File: config.mk
export PLATFORM = sky130hd
export DESIGN_NAME = ifstage_fetch_unit
export DESIGN_NICKNAME = d
export VERILOG_FILES = /design/src/rtl/ifstage_fetch_unit.sv
export SDC_FILE = /design/constraint.sdc
export NUM_CORES = 1
export LEC_CHECK = 0
export ABC_AREA = 1
export CAP_MARGIN = 25
export CORE_ASPECT_RATIO = 0.8
export CORE_MARGIN = 5
export CORE_UTILIZATION = 45
export CTS_CLUSTER_DIAMETER = 50
export CTS_CLUSTER_SIZE = 40
export DETAILED_ROUTE_END_ITERATION = 8
export PLACE_DENSITY = 0.74
export SLEW_MARGIN = 20
export SYNTH_ARGS = -nofsm -noshare
export SYNTH_HDL_FRONTEND = slang
export SYNTH_SLANG_ARGS = --single-unit
File: constraint.sdc
create_clock -name clk -period 1.4 [get_ports clk]
set_clock_uncertainty 0.2 [all_clocks]
set_input_delay 0.14 -clock clk [delete_from_list [all_inputs] [get_ports clk]]
set_output_delay 0.14 -clock clk [all_outputs]
set_load 0.01 [all_outputs]
File: src/rtl/ifstage_fetch_unit.sv
// ifstage_fetch_unit
//
// Instruction fetch stage. It holds the PC, issues single-word reads to
// instruction memory over a req/gnt/rvalid handshake, buffers returned words
// in a 2-entry FIFO and presents them to decode over a valid/ready interface.
// A redirect flushes buffered and in-flight instructions and restarts fetch
// at a new word-aligned address.
//
// Ports
//   clk            : clock, all state updates on the rising edge
//   reset_n        : asynchronous active-low reset
//   mem_req        : fetch request valid (combinational)
//   mem_addr       : fetch byte address, always equal to the PC
//   mem_gnt        : memory accepts the request this cycle
//   mem_rvalid     : read data valid for the outstanding request
//   mem_rdata      : returned instruction word
//   redirect       : load a new PC and flush everything in flight
//   redirect_addr  : new PC, bits [1:0] forced to zero
//   instr          : head-of-FIFO instruction, 0 when empty
//   instr_pc       : address of instr, 0 when empty
//   instr_valid    : FIFO non-empty
//   instr_ready    : decode consumes instr this cycle

module ifstage_fetch_unit #(
    parameter logic [31:0] RESET_PC = 32'h0000_0000
) (
    input  logic        clk,
    input  logic        reset_n,

    output logic        mem_req,
    output logic [31:0] mem_addr,
    input  logic        mem_gnt,
    input  logic        mem_rvalid,
    input  logic [31:0] mem_rdata,

    input  logic        redirect,
    input  logic [31:0] redirect_addr,

    output logic [31:0] instr,
    output logic [31:0] instr_pc,
    output logic        instr_valid,
    input  logic        instr_ready
);

    // FETCH: nothing outstanding; WAIT: outstanding, keep data;
    // DROP: outstanding, discard data (killed by a redirect).
    typedef enum logic [1:0] {
        StFetch = 2'd0,
        StWait  = 2'd1,
        StDrop  = 2'd2
    } state_e;

    state_e      state_q, state_d;
    logic [31:0] pc_q, pc_d;
    logic [31:0] tag_q;
    logic [1:0]  count_q, count_d;
    logic        wr_ptr_q, rd_ptr_q;
    logic [31:0] fifo_instr_q [2];
    logic [31:0] fifo_pc_q    [2];

    logic issue;
    logic push;
    logic pop;

    // Only the word-aligned part of the redirect target is used.
    logic unused_redirect_addr_lsbs;
    assign unused_redirect_addr_lsbs = ^redirect_addr[1:0];

    // ------------------------------------------------------------------
    // Handshake and FIFO control
    // ------------------------------------------------------------------

    // reset_n is folded in so the request is low for the whole reset
    // window, not just after the first clock edge.
    assign mem_req  = reset_n && (state_q == StFetch) && (count_q < 2'd2) && !redirect;
    assign mem_addr = pc_q;
    assign issue    = mem_req && mem_gnt;

    // Redirect kills both the returning word and any pop in its cycle.
    assign push = (state_q == StWait) && mem_rvalid && !redirect;
    assign pop  = instr_valid && instr_ready && !redirect;

    // Outputs depend only on registered state, never on instr_ready.
    assign instr_valid = (count_q != 2'd0);
    assign instr       = instr_valid ? fifo_instr_q[rd_ptr_q] : 32'h0;
    assign instr_pc    = instr_valid ? fifo_pc_q[rd_ptr_q]    : 32'h0;

    // ------------------------------------------------------------------
    // Next-state logic
    // ------------------------------------------------------------------

    always_comb begin
        state_d = state_q;
        unique case (state_q)
            StFetch: begin
                // rvalid here is a protocol violation and is ignored.
                if (issue) begin
                    state_d = StWait;
                end
            end
            StWait: begin
                // A response arriving with the redirect is simply dropped.
                if (mem_rvalid) begin
                    state_d = StFetch;
                end else if (redirect) begin
                    state_d = StDrop;
                end
            end
            StDrop: begin
                if (mem_rvalid) begin
                    state_d = StFetch;
                end
            end
            default: begin
                state_d = StFetch;
            end
        endcase
    end

    always_comb begin
        pc_d = pc_q;
        if (redirect) begin
            pc_d = {redirect_addr[31:2], 2'b00};
        end else if (issue) begin
            pc_d = pc_q + 32'd4;
        end
    end

    always_comb begin
        count_d = count_q;
        if (redirect) begin
            count_d = 2'd0;
        end else begin
            unique case ({push, pop})
                2'b10:   count_d = count_q + 2'd1;
                2'b01:   count_d = count_q - 2'd1;
                default: count_d = count_q;
            endcase
        end
    end

    // ------------------------------------------------------------------
    // State registers
    // ------------------------------------------------------------------

    always_ff @(posedge clk or negedge reset_n) begin
        if (!reset_n) begin
            state_q <= StFetch;
            pc_q    <= RESET_PC;
            count_q <= 2'd0;
        end else begin
            state_q <= state_d;
            pc_q    <= pc_d;
            count_q <= count_d;
        end
    end

    // Address of the outstanding request, attached to its returning word.
    always_ff @(posedge clk or negedge reset_n) begin
        if (!reset_n) begin
            tag_q <= 32'h0;
        end else if (issue) begin
            tag_q <= pc_q;
        end
    end

    always_ff @(posedge clk or negedge reset_n) begin
        if (!reset_n) begin
            wr_ptr_q <= 1'b0;
            rd_ptr_q <= 1'b0;
        end else if (redirect) begin
            wr_ptr_q <= 1'b0;
            rd_ptr_q <= 1'b0;
        end else begin
            if (push) begin
                wr_ptr_q <= ~wr_ptr_q;
            end
            if (pop) begin
                rd_ptr_q <= ~rd_ptr_q;
            end
        end
    end

    always_ff @(posedge clk or negedge reset_n) begin
        if (!reset_n) begin
            for (int i = 0; i < 2; i++) begin
                fifo_instr_q[i] <= 32'h0;
                fifo_pc_q[i]    <= 32'h0;
            end
        end else if (push) begin
            fifo_instr_q[wr_ptr_q] <= mem_rdata;
            fifo_pc_q[wr_ptr_q]    <= tag_q;
        end
    end

endmodule

==> summary.md <==
| Metric | Value |
|---|---|
| Outcome | `finished with violations` |
| Failing checks | `negative setup slack` |
| GR Overflow Total | `0` |
| Nets@finish | `1618` |
| Hold Violations, Final | `0` |
| TritonCTS Sinks | `190` |
| Slew HR | `61.2%` |
| Row cnt | `46` |
| Via count | `10900` |
| Hold path depth | `3` |
| First-pass GRT wire length | `52.6 mm` |
| Ant. Diodes | `0` |
| Worst VDD drop | `1070 uV` |
| Post-synthesis mux area share | `0%` |
| Top cells by instance count after synthesis | `nand2_1 (434), dfrtp_1 (190), o21ai_1 (134)` |
| Dpl ws | `-0.465 ns` |
| Yosys top cell by area | `dfrtp_1` |
| Main combinational cell family by area after synthesis | `simple AND/OR/NAND/NOR gates` |
| Tmin final | `2.04 ns` |
| Count of different cell masters after synthesis | `26` |
| Critical Path RT | `1.06 ns` |
| Max-slew violation count | `0` |
| Final worst setup slack | `-0.635 ns` |
| I/O Buffers | `161` |
| Antenna Nets Post-Route | `0` |
| WP data arrival | `1.70 ns` |
| Boundary pin count | `168` |
| Clk root buf | `clkbuf_16` |
| Finished Layout Cells | `1824` |
| Mapped Cells | `1174` |
| Crit path max fanout | `5` |
| Max-Cap Viols | `0` |
| Post-Synth XOR/XNOR Area | `0.386%` |
| Post-synthesis cell area | `9080 um^2` |
| Register area share after synthesis | `52.3%` |
| Worst r2r path cells | `9` |
| HPWL after detailed placement | `18.2 mm` |
| Post-synthesis simple-gate area fraction | `23.9%` |
| DR vias/cell | `5.96` |
| Post-synth EDFFs | `0` |
| RSZ-0062 raised after global routing | `yes` |
| Synth Area in Compound Gates | `14.0%` |
| Fraction of layout cells with a size suffix above 1 | `52.7%` |
| # H-tree levels | `4` |
| Top cells by area, synth | `dfrtp_1 (52%), nand2_1 (18%), o21ai_1 (7.4%), inv_1 (4.8%), a21oi_1 (3.5%)` |
| Syn. warnings | `0` |
| Chip width | `169 um` |
| Top_reg_cell synth | `dfrtp_1` |
| Worst min path class | `in2reg` |
| Ys async rst share | `100%` |
| CTS Buf Count | `17` |
| Worst setup SP type | `register` |
| PwrDens | `1580 nW/um^2` |
| CORE AREA | `19900 um^2` |
| Die height | `137 um` |
| Placed Cells | `1652` |
| Crit. End Element | `output port` |
| Starting Density | `45.8%` |
| Syn_area_per_cell | `7.74 um^2` |
| Total track usage | `28.7%` |
| TritonRoute pass-1 iters | `7` |
| M1 WL | `15.7 mm` |
| Routed wl met2 | `20.6 mm` |
| #FFs+latches synth | `190` |
| Vias in the first global route | `9969` |
| Max Freq | `491 MHz` |
| Top routing layer in use | `met5` |
| Initial antenna violation count | `1` |
| Reg clk slew, reported paths | `0.08 ns` |
| Metal3 WL | `4.49 mm` |
| Worst Tran Pin Value | `0.583 ns` |
| Post-synth top area share | `52.3%` |
| Largest net degree at the start of global routing | `149` |
| RePlAce Congestion | `0.904` |
| WL final | `43.9 mm` |
| Clk buf depth | `2` |
| Crit Path Class | `reg2out` |
| Synth Area in Adders | `0.138%` |
| DR iter-0 viols | `1186` |
| Cell with the most instances after synthesis | `nand2_1` |
| Routed WL per cell | `24.1 um` |
| Leakage | `7.72 nW` |
| Crit share post-route | `145%` |
| Die ar. | `23100 um^2` |
| DRC | `0` |
| CTS tree | `yes` |
| # setup viols final | `273` |
| P&R area growth vs syn | `81.9%` |
| Clk Latency, worst-skew pair | `0.45 ns` |
registers in the layout (all words and copies together) (netlist names):
register	count
mem_addr	30
fifo_pc_q	60
wr_ptr_q	1
rd_ptr_q	1
count_q	2
fifo_instr_q	64
state_q	2
tag_q	30
power by group:
group	switching, mW	internal, mW	leakage (nW)
Sequential	1.81	6.93	2.47
Combinational	6.24	5.82	4.95
Clock	2.39	2.93	0.291
metal layers:
metal,GRT usage (%),up-vias
met5,0,-
met4,9.69,2
met3,7.22,288
met2,48.6,889
met1,36.2,5207
li1,-,4477
what timing repair did:
action                     CTS  global route
hold endpoints to repair   190             0
setup endpoints to repair  283           423
gates cloned                32            24
resized for setup          626           402
buffers inserted            78            34
pin swaps                   18            37
hold buffers                 1             0
through the flow:
stage,power [mW],setup TNS (ns),area [um^2],hold WS [ns],util [%]
2_1_floorplan,11.6,-14.07,9430,-0.356,-
3_3_place_gp,15.4,-82.13,12100,0.180,61.0
3_5_place_dp,15.6,-87.34,12100,0.192,61.0
4_1_cts,22.8,-92.91,14700,0.0558,73.9
5_1_grt,26.9,-126.06,16500,0.0725,83.2
6_report,26.1,-115.71,16500,0.0503,83.2
cells in the final DEF (no fill, tap or decap), types with 4 or more instances in the layout:
cell | synthesis | routed
nor2_2 | 6 | 6
buf_2 | 13 | 68
nand3_4 | 0 | 4
o21ai_0 | 41 | 10
nand2_1 | 434 | 252
a21oi_2 | 0 | 62
o21ai_2 | 5 | 133
nand3_1 | 55 | 35
inv_1 | 115 | 112
nor2_1 | 38 | 29
o21ai_1 | 134 | 35
nor2_4 | 2 | 11
nand3_2 | 0 | 16
nand2_2 | 6 | 69
clkinvlp_4 | 0 | 4
inv_2 | 5 | 4
nand2_4 | 0 | 117
conb_1 | 1 | 4
buf_16 | 0 | 22
buf_8 | 0 | 10
clkbuf_16 | 0 | 34
buf_6 | 13 | 69
o211ai_1 | 4 | 4
dfrtp_2 | 0 | 11
clkdlybuf4s50_1 | 0 | 66
buf_4 | 6 | 112
nand2_8 | 0 | 6
dfrtp_1 | 190 | 179
buf_12 | 0 | 43
area by class of cell:
class / instances / area, um^2
multi-input combinational: 806 / 5600
sequential: 190 / 4770
timing repair buffer: 411 / 4730
fill: 929 / 3330
inverter: 121 / 484
clock buffer: 21 / 460
tap: 264 / 330
clock inverter: 11 / 153
cell families (layout without fill, tap and decap cells):
logic type / after synthesis / in the layout
simple gates: 545 / 549
xor+xnor: 4 / 4
buf+inv: 185 / 564
flops: 190 / 190
compound gates: 248 / 248
other cells: 1 / 4
fa+ha+maj: 1 / 1
critical path, stage by stage, from the launching register on:
cell       delay [ns]
dfrtp_1          0.43
nor2_4           0.19
buf_6            0.16
bufbuf_16        0.27
a21oi_2          0.04
buf_2            0.14
worst paths after layout:
check | startpoint | endpoint | slack, ns
setup / recovery | count_q[1] | instr_pc[20] | -0.64
hold / removal | redirect_addr[2] | mem_addr[2] | 0.05
setup reg to reg | state_q[1] | fifo_pc_q[47] | -0.58
hold reg to reg | fifo_pc_q[10] | fifo_pc_q[10] | 0.31
max in group asynchronous | reset_n | fifo_instr_q[4] | 0.24
min in group asynchronous | reset_n | rd_ptr_q | 0.22
(Power assumes the default switching activity.)
